--- src/rtl/instr_sequencer.sv ---
`default_nettype none
// ============================================================================
// Module      : instr_sequencer
// Description : Multi-cycle fetch/decode/execute control FSM for the 8-bit
//               accumulator processor. Sequences the program counter, program
//               ROM, instruction register, ACU and R0/R1 write strobes.
//               Provides run / single-step / halt debug control, a ROM
//               wait-state handshake with timeout, and a retired-instruction
//               counter.
// Ports       : clk, rst            - clock, synchronous active-high reset
//               run, step           - continuous run level / single-step pulse
//               halt_req, resume    - debug halt request / leave HALT
//               rom_ack             - ROM data valid this cycle
//               instr_code[5:0]     - opcode from the instruction decoder
//               rom_req, ir_load    - FETCH strobes
//               pc_inc, pc_load     - program counter strobes (EXEC)
//               acu_we, acu_sel_imm - ACU write / immediate source select
//               reg_we              - R0/R1 write (store)
//               busy, halted, fault - registered status
//               state_dbg[2:0]      - IDLE=0 FETCH=1 DECODE=2 EXEC=3 HALT=4
//               instr_cnt[15:0]     - retired instructions (wraps)
// Revision    : 1.0 - initial release
// ============================================================================
module instr_sequencer #(
  parameter logic [5:0]  LD_CODE   = 6'b001010,
  parameter logic [5:0]  ST_CODE   = 6'b001011,
  parameter logic [5:0]  JMPF_CODE = 6'b001100,
  parameter logic [5:0]  JMPB_CODE = 6'b001101,
  parameter logic [5:0]  NOP_CODE  = 6'b111100,
  parameter logic [5:0]  HLT_CODE  = 6'b111111,
  parameter logic [5:0]  ALU_MASK  = 6'b110000,
  parameter int unsigned TIMEOUT   = 15
) (
  input  logic        clk,
  input  logic        rst,
  input  logic        run,
  input  logic        step,
  input  logic        halt_req,
  input  logic        resume,
  input  logic        rom_ack,
  input  logic [5:0]  instr_code,
  output logic        rom_req,
  output logic        ir_load,
  output logic        pc_inc,
  output logic        pc_load,
  output logic        acu_we,
  output logic        acu_sel_imm,
  output logic        reg_we,
  output logic        busy,
  output logic        halted,
  output logic        fault,
  output logic [2:0]  state_dbg,
  output logic [15:0] instr_cnt
);

  typedef enum logic [2:0] {
    S_IDLE   = 3'd0,
    S_FETCH  = 3'd1,
    S_DECODE = 3'd2,
    S_EXEC   = 3'd3,
    S_HALT   = 3'd4
  } state_t;

  state_t      state_q, state_d;
  logic [5:0]  op_q, op_d;
  logic        pend_halt_q, pend_halt_d;
  logic        single_q, single_d;
  logic [3:0]  tmo_cnt_q, tmo_cnt_d;
  logic        fault_q, fault_d;
  logic [15:0] instr_cnt_q, instr_cnt_d;
  logic        busy_q, busy_d;
  logic        halted_q, halted_d;

  // The explicit opcodes are checked first; every code with both top bits
  // clear is an ALU operation (LD/ST/JMPF/JMPB also live in that space).
  function automatic logic is_legal(input logic [5:0] c);
    return (c == LD_CODE) || (c == ST_CODE) || (c == JMPF_CODE) ||
           (c == JMPB_CODE) || (c == NOP_CODE) || (c == HLT_CODE) ||
           ((c & ALU_MASK) == 6'b000000);
  endfunction

  // --------------------------------------------------------------------------
  // Next-state logic
  // --------------------------------------------------------------------------
  always_comb begin
    state_d     = state_q;
    op_d        = op_q;
    pend_halt_d = pend_halt_q;
    single_d    = single_q;
    tmo_cnt_d   = tmo_cnt_q;
    fault_d     = fault_q;
    instr_cnt_d = instr_cnt_q;

    case (state_q)
      S_IDLE: begin
        if (halt_req) begin
          state_d = S_HALT;
        end else if (step) begin
          single_d = 1'b1;
          state_d  = S_FETCH;
        end else if (run) begin
          single_d = 1'b0;
          state_d  = S_FETCH;
        end
      end

      S_FETCH: begin
        if (halt_req) pend_halt_d = 1'b1;
        if (rom_ack) begin
          tmo_cnt_d = 4'd0;
          state_d   = S_DECODE;
        end else if (tmo_cnt_q == 4'(TIMEOUT - 1)) begin
          // ROM never answered: give up and park in HALT with a fault
          tmo_cnt_d = 4'd0;
          fault_d   = 1'b1;
          state_d   = S_HALT;
        end else begin
          tmo_cnt_d = tmo_cnt_q + 4'd1;
        end
      end

      S_DECODE: begin
        if (halt_req) pend_halt_d = 1'b1;
        op_d = instr_code;
        if (!is_legal(instr_code)) begin
          fault_d = 1'b1;
          state_d = S_HALT;
        end else begin
          state_d = S_EXEC;
        end
      end

      S_EXEC: begin
        if (op_q != HLT_CODE) instr_cnt_d = instr_cnt_q + 16'd1;
        // a halt request arriving in EXEC itself stops at this boundary
        if (op_q == HLT_CODE || pend_halt_q || halt_req) state_d = S_HALT;
        else if (single_q)                               state_d = S_IDLE;
        else if (run)                                    state_d = S_FETCH;
        else                                             state_d = S_IDLE;
      end

      S_HALT: begin
        if (resume) begin
          fault_d     = 1'b0;
          pend_halt_d = 1'b0;
          state_d     = S_IDLE;
        end
      end

      default: state_d = S_IDLE;
    endcase

    if (state_d == S_HALT && state_q != S_HALT) pend_halt_d = 1'b0;

    busy_d   = (state_d == S_FETCH) || (state_d == S_DECODE) || (state_d == S_EXEC);
    halted_d = (state_d == S_HALT);
  end

  // --------------------------------------------------------------------------
  // State registers
  // --------------------------------------------------------------------------
  always_ff @(posedge clk) begin
    if (rst) begin
      state_q     <= S_IDLE;
      op_q        <= 6'd0;
      pend_halt_q <= 1'b0;
      single_q    <= 1'b0;
      tmo_cnt_q   <= 4'd0;
      fault_q     <= 1'b0;
      instr_cnt_q <= 16'd0;
      busy_q      <= 1'b0;
      halted_q    <= 1'b0;
    end else begin
      state_q     <= state_d;
      op_q        <= op_d;
      pend_halt_q <= pend_halt_d;
      single_q    <= single_d;
      tmo_cnt_q   <= tmo_cnt_d;
      fault_q     <= fault_d;
      instr_cnt_q <= instr_cnt_d;
      busy_q      <= busy_d;
      halted_q    <= halted_d;
    end
  end

  // --------------------------------------------------------------------------
  // Datapath strobes: decoded from the current state and latched opcode
  // --------------------------------------------------------------------------
  always_comb begin
    rom_req     = 1'b0;
    ir_load     = 1'b0;
    pc_inc      = 1'b0;
    pc_load     = 1'b0;
    acu_we      = 1'b0;
    acu_sel_imm = 1'b0;
    reg_we      = 1'b0;
    if (state_q == S_FETCH) begin
      rom_req = 1'b1;
      ir_load = rom_ack;
    end
    if (state_q == S_EXEC) begin
      if (op_q == LD_CODE) begin
        acu_we      = 1'b1;
        acu_sel_imm = 1'b1;
        pc_inc      = 1'b1;
      end else if (op_q == ST_CODE) begin
        reg_we = 1'b1;
        pc_inc = 1'b1;
      end else if (op_q == JMPF_CODE || op_q == JMPB_CODE) begin
        pc_load = 1'b1;
      end else if (op_q == NOP_CODE) begin
        pc_inc = 1'b1;
      end else if ((op_q & ALU_MASK) == 6'b000000) begin
        acu_we = 1'b1;
        pc_inc = 1'b1;
      end
      // HLT: no strobes
    end
  end

  assign busy      = busy_q;
  assign halted    = halted_q;
  assign fault     = fault_q;
  assign state_dbg = state_q;
  assign instr_cnt = instr_cnt_q;

endmodule
`default_nettype wire

--- config.mk ---
export PLATFORM = sky130hd
export DESIGN_NAME = instr_sequencer
export DESIGN_NICKNAME = d
export VERILOG_FILES = /design/src/rtl/instr_sequencer.sv
export SDC_FILE = /design/constraint.sdc
export NUM_CORES = 1
export LEC_CHECK = 0
export BUFFER_PORTS_ARGS = -buffer_cell sky130_fd_sc_hd__buf_2
export CAP_MARGIN = 10
export CORE_MARGIN = 4
export CORE_UTILIZATION = 37
export CTS_CLUSTER_SIZE = 16
export DETAILED_ROUTE_END_ITERATION = 8
export PLACE_DENSITY = 0.58
export SYNTH_ARGS = -nofsm -noshare
export SYNTH_HDL_FRONTEND = slang
export SYNTH_SLANG_ARGS = --single-unit
export TNS_END_PERCENT = 100
--- constraint.sdc ---
create_clock -name clk -period 3.43 [get_ports clk]
set_clock_uncertainty 0.15 [all_clocks]
set_input_delay 0.1715 -clock clk [delete_from_list [all_inputs] [get_ports clk]]
set_output_delay 0.1715 -clock clk [all_outputs]
set_load 0.03 [all_outputs]
==> results of run 1 <==
==> state kept, by name (all words and copies together), names as in the netlist <==
signal       flops
instr_cnt       16
op_q             6
tmo_cnt_q        4
state_dbg        3
busy             1
fault            1
halted           1
pend_halt_q      1
single_q         1
==> through the flow <==
step           total power [W]  setup WS [ns]
5_1_grt               0.000849           1.12
6_report              0.000806           1.33
2_1_floorplan         0.000483           1.25
4_1_cts               0.000821           1.31
3_5_place_dp          0.000506           1.40
3_3_place_gp          0.000506           1.45
==> critical path: stages (launching register included) <==
cell	delay [ns]
dfxtp_1	0.49
or3b_1	0.50
inv_1	0.12
and2_1	0.17
buf_2	0.21
==> where the power goes <==
part            total, W  switching (W)  internal, W
Sequential      0.000416      0.0000115     0.000404
Combinational  0.0000855      0.0000519    0.0000336
Clock           0.000305       0.000143     0.000162
Total           0.000806       0.000207     0.000600
==> per-layer routing <==
metal	track usage	vias up	wire length, um
met1	0.193	683	1910
met4	0.0757	0	68
met3	0.0334	6	154
li1	-	807	-
met5	0	-	0
met2	0.239	27	1560
==> cells by family (layout without fill, tap and decap cells) <==
logic type	after synthesis	in the layout	synth area share
AND/OR/NAND/NOR	101	101	0.300
AO/OA/AOI/OAI	39	39	0.145
flip-flops	34	34	0.407
buffers and inverters	17	62	0.0457
XOR/XNOR	14	14	0.0734
adder cells (fa/ha/maj)	3	3	0.0225
multiplexers	1	1	0.00599
==> timing repair <==
action                     in CTS  in global routing
hold buffers                    6                  0
setup endpoints to repair       0                  0
resized for setup               0                  0
hold endpoints to repair        6                  0
==> synthesized netlist by cell type, types with 2 or more instances <==
cell / n / area share
a21oi_1: 20 / 0.060
a31oi_1: 2 / 0.0075
and2_1: 2 / 0.0075
and3_1: 2 / 0.0075
buf_2: 4 / 0.012
clkbuf_1: 4 / 0.0090
dfxtp_1: 34 / 0.41
ha_1: 3 / 0.022
inv_1: 7 / 0.016
nand2_1: 26 / 0.058
nand3_1: 7 / 0.021
nand4_1: 3 / 0.011
nor2_1: 28 / 0.063
nor2b_1: 6 / 0.022
nor3_1: 9 / 0.027
nor3b_1: 2 / 0.0090
nor4_1: 3 / 0.011
o211ai_1: 2 / 0.0090
o21ai_0: 7 / 0.021
or3_1: 4 / 0.015
xnor2_1: 12 / 0.063
xor2_1: 2 / 0.010
==> worst min-delay path by stage <==
stage / slack [ns] / cells after the start / from / end
floorplan: 0.16 / 2 / instr_code[1] / op_q[1]
global placement: 0.29 / 3 / instr_code[1] / op_q[1]
detailed placement: 0.28 / 3 / instr_code[3] / op_q[3]
CTS: 0.0003 / 3 / step / single_q
global route: 0.01 / 3 / step / single_q
finish: 0.004 / 3 / step / single_q
==> area by class of cell <==
| cell class | count | area [um2] |
|---|---|---|
| fillers | 457 | 2310 |
| clock inverters | 1 | 5.00 |
| flip-flops and latches | 34 | 681 |
| inverters | 7 | 26.3 |
| clock buffers | 7 | 86.3 |
| well taps | 52 | 65.1 |
| multi-input cells | 158 | 913 |
| repair buffers | 47 | 265 |
==> impl_metrics.py, run 1 <==
metrics = {
    "run_status": {
        "status": "finished, final reports clean",
    },
    "route": {
        "post-route-drc-count": 0,
        "first_pass_iters": 4,
        "viasPerCell": 4.98,
        "dr_total_vias": 1523,
        "drt_iter0_markers": 50,
        "wl_per_cell_um": 12.1,
        "final_antenna_net_count": 0,
        "totalWireLength_mm": 3.69,
    },
    "timing": {
        "fin_hold_ws_ns": 0.00352,
        "setup_violations": 0,
        "worstMarginPinSlew_ns": 0.719,
        "finalMaxSlewViolations": 0,
        "slew_headroom": 0.519,
        "rsz0062_at_grt": "no",
        "fin_setup_tns_ns": 0,
        "post-route-min-period_ns": 2.10,
        "finalHoldViolCount": 0,
        "max_clock_freq_mhz": 476,
        "min_period_over_period": 0.612,
    },
    "logic_synthesis": {
        "ys_types": 42,
        "async_flop_share": 0,
        "avgSynthCellArea_um2": 7.99,
        "synth-seq-cells": 34,
        "syn_inst": 209,
        "seq_area_frac_synth": 0.407,
        "netlist_area_mm2": 0.00167,
        "synth_edf_count": 0,
        "yosys_warnings": 0,
        "synth_flop_cell": "dfxtp_1",
        "synth_nets": 225,
    },
    "die": {
        "rows": 24,
        "die_y_um": 75.2,
        "die_x_um": 75.2,
        "initial_core_util": 0.384,
        "core_area_mm2": 0.00435,
        "dieArea_mm2": 0.00565,
        "ios": 42,
    },
    "final_layout": {
        "final_util": 0.469,
        "area.growth.synth_to_final_pct": 22.2,
        "diodes": 0,
        "drive_above_1_share": 0.217,
        "final_nets": 269,
        "final_common_cell": "buf_2",
        "layout.cells.non_filler": 306,
        "final_cell_mix": "41 x buf_2, 34 x dfxtp_1, 28 x nor2_1",
        "final_area_mm2": 0.00204,
    },
    "cts": {
        "cts-root-buf": "clkbuf_8",
        "cts_tree": "yes",
        "insertion_delay_ns": 0.29,
        "cts_setup_buffers": 0,
        "cts_buffers": 5,
        "cts_max_level": 2,
        "clk_path_buf_depth": 2,
        "cts.sinks": 34,
        "cts.reportedPaths.clkPinSlew_ns": 0.07,
    },
    "placement": {
        "hpwl_mm": 2.65,
        "port_buffers": 41,
        "placed_cell_area_mm2": 0.00189,
        "place_congestion": 0.795,
        "dp_cells": 292,
    },
    "job": {
        "max_cap_violations": 0,
    },
    "setup_path": {
        "crit_fanout": 10,
        "cp.arrival_ns": 1.78,
        "crit_type": "reg -> out",
        "crit_path_start_kind": "register",
        "reg2reg_from": "state_dbg[0]",
        "cp.required_ns": 3.11,
        "worstRegToRegCells": 5,
        "crit_start": "state_dbg[0]",
        "r2r_slack_ns": 1.38,
        "endpoint": "ir_load",
        "endpoint_kind": "primary output",
        "r2r-end": "pend_halt_q",
    },
    "global_route": {
        "grt_pass1_wl_mm": 6.53,
        "antenna_found_initial": 0,
        "grt_max_degree": 34,
        "overflow": 0,
        "grt_pass1_vias": 1511,
        "track_usage": 0.151,
    },
    "pwr": {
        "p_per_area_mw_per_mm2": 395,
        "peakVddDrop_v": 0.000189,
        "p_leak_nw": 0.817,
    },
    "hold_path": {
        "hp-class": "in -> reg",
    },
}
Power figures use the tool's default switching activity.
==> run 2: changes to the inputs <==
- PLACE_DENSITY: 0.58 -> 0.6
- clock period: 3.43 -> 1.9 ns (I/O delays scaled with it)
==> impl_metrics.py, run 2 (same netlist as run 1, synthesis figures left out) <==
metrics = {
    "die": {
        "core_area_mm2": 0.00435,
        "initial_core_util": 0.384,
        "dieArea_mm2": 0.00565,
        "rows": 24,
        "die_x_um": 75.2,
        "ios": 42,
        "die_y_um": 75.2,
    },
    "final_layout": {
        "largest_reg_flops": 16,
        "diodes": 0,
        "seqCellArea_um2": 686,
        "final_area_mm2": 0.00219,
        "final_common_cell": "buf_2",
        "final_util": 0.503,
        "drive_above_1_share": 0.279,
        "final_cell_mix": "40 x buf_2, 32 x dfxtp_1, 28 x nor2_1",
        "area.growth.synth_to_final_pct": 31.0,
        "final_nets": 281,
        "fill_cells": 422,
        "multiInputGateArea_um2": 958,
    },
    "cts": {
        "cts_max_level": 2,
        "cts_tree": "yes",
        "cts.reportedPaths.clkPinSlew_ns": 0.07,
        "cts.sinks": 34,
        "cts-root-buf": "clkbuf_8",
        "insertion_delay_ns": 0.28,
        "cts_buffers": 5,
        "clk_path_buf_depth": 2,
    },
    "route": {
        "drt_iter0_markers": 79,
        "viasPerCell": 4.96,
        "dr_total_vias": 1571,
        "post-route-drc-count": 0,
        "wl_per_cell_um": 12.3,
        "totalWireLength_mm": 3.90,
        "final_antenna_net_count": 0,
        "first_pass_iters": 4,
    },
    "placement": {
        "hpwl_mm": 2.78,
        "place_congestion": 0.808,
        "port_buffers": 41,
        "placed_cell_area_mm2": 0.00196,
    },
    "setup_path": {
        "crit_start": "state_dbg[1]",
        "crit_fanout": 10,
        "worstRegToRegCells": 5,
        "critPathMaxStageDelay_ns": 0.34,
        "cp.required_ns": 1.65,
        "crit_type": "reg -> out",
        "crit_path_start_kind": "register",
        "endpoint_kind": "primary output",
        "r2r_slack_ns": 0.11,
        "cp_cell_sequence": "buf_4 -> nand3b_1 -> nor3_2 -> nand3_1 -> nor2_1 -> buf_2",
        "reg2reg_from": "op_q[3]",
        "endpoint": "acu_sel_imm",
        "r2r-end": "pend_halt_q",
        "cp.arrival_ns": 1.56,
        "cp_slowest_cell": "dfxtp_2",
    },
    "global_route": {
        "overflow": 0,
        "antenna_found_initial": 0,
        "grt_max_degree": 22,
        "grt_pass1_vias": 1436,
        "track_usage": 0.144,
        "grt_pass1_wl_mm": 6.29,
    },
    "timing": {
        "post-route-min-period_ns": 1.80,
        "finalHoldViolCount": 0,
        "max_clock_freq_mhz": 555,
        "slew_headroom": 0.715,
        "worstMarginPinSlew_ns": 0.428,
        "setup_violations": 0,
        "finalMaxSlewViolations": 0,
        "min_period_over_period": 0.948,
        "rsz0062_at_grt": "yes",
    },
    "hold_path": {
        "hp-class": "in -> reg",
    },
    "pwr": {
        "p_per_area_mw_per_mm2": 669,
        "peakVddDrop_v": 0.000336,
        "p_leak_nw": 0.881,
    },
    "run_status": {
        "status": "finished, final reports clean",
    },
    "job": {
        "max_cap_violations": 0,
    },
}
-- run 2: cell types whose count changed in the layout (fill, tap and decap cells not counted), moves of 2 or more --
cell           previous run  this run
buf_4                     0        10
dfxtp_1                  34        32
dlygate4sd3_1             6         8
nor3_1                    9         7
nor3_2                    1         3
nor4_1                    3         1
nor4_2                    0         2
-- run 2: critical path, delay by kind of cell (launching register included) --
| kind | cells | cell delay (ns) |
|---|---|---|
| AND/OR/NAND/NOR | 4 | 0.58 |
| buffers and inverters | 2 | 0.36 |
| flip-flops | 1 | 0.34 |
-- run 2: worst min path at each step --
stage / startpoint / endpoint / slack, ns / depth (start not counted)
floorplan: instr_code[1] / op_q[1] / 0.08 / 2
detailed placement: instr_code[0] / op_q[0] / 0.21 / 3
CTS: resume / pend_halt_q / 0.004 / 3
finish: resume / pend_halt_q / 0.02 / 3
global route: resume / pend_halt_q / 0.02 / 3
global placement: instr_code[0] / op_q[0] / 0.21 / 3
-- run 2: layout make-up --
| type | count | area share |
|---|---|---|
| Clock buffer | 7 | 0.0395 |
| Tap cell | 52 | 0.0297 |
| Timing Repair Buffer | 59 | 0.168 |
| Sequential cell | 34 | 0.313 |
| Multi-Input combinational cell | 158 | 0.438 |
| Inverter | 7 | 0.0120 |
-- run 2: per-stage QoR --
step	std cells	setup WS (ns)	hold WS [ns]	power (W)	setup TNS, ns
floorplan	209	-0.0863	0.0810	0.000876	-0.127
finish	317	0.0983	0.0211	0.00146	0
global placement	299	0.114	0.210	0.000927	0
detailed placement	299	0.0572	0.212	0.000927	0
CTS	316	0.0492	0.00433	0.00149	0
global route	317	-0.0205	0.0231	0.00154	-0.0311
-- run 2: repair_timing --
item / in CTS / in global routing
resized for setup: 3 / 6
endpoints found under the hold margin: 7 / 0
pin swaps: 0 / 1
gates cloned: 0 / 0
endpoints found under the setup margin: 2 / 7
setup buffers: 2 / 1
hold buffers: 8 / 0
-- run 2: layer usage --
metal | share of wire | track usage | vias to the layer above
met5 | 0 | 0 | -
li1 | - | - | 833
met2 | 0.45 | 0.226 | 37
met3 | 0.057 | 0.0521 | 4
met4 | 0.0085 | 0.0408 | 0
met1 | 0.49 | 0.187 | 697
-- run 2: report_power, final --
| group | internal (W) | switching [W] | leakage, nW |
|---|---|---|---|
| Combinational | 0.0000810 | 0.000110 | 0.560 |
| Clock | 0.000287 | 0.000243 | 0.0443 |
| Sequential | 0.000730 | 0.0000116 | 0.276 |
| Total | 0.00110 | 0.000365 | 0.881 |
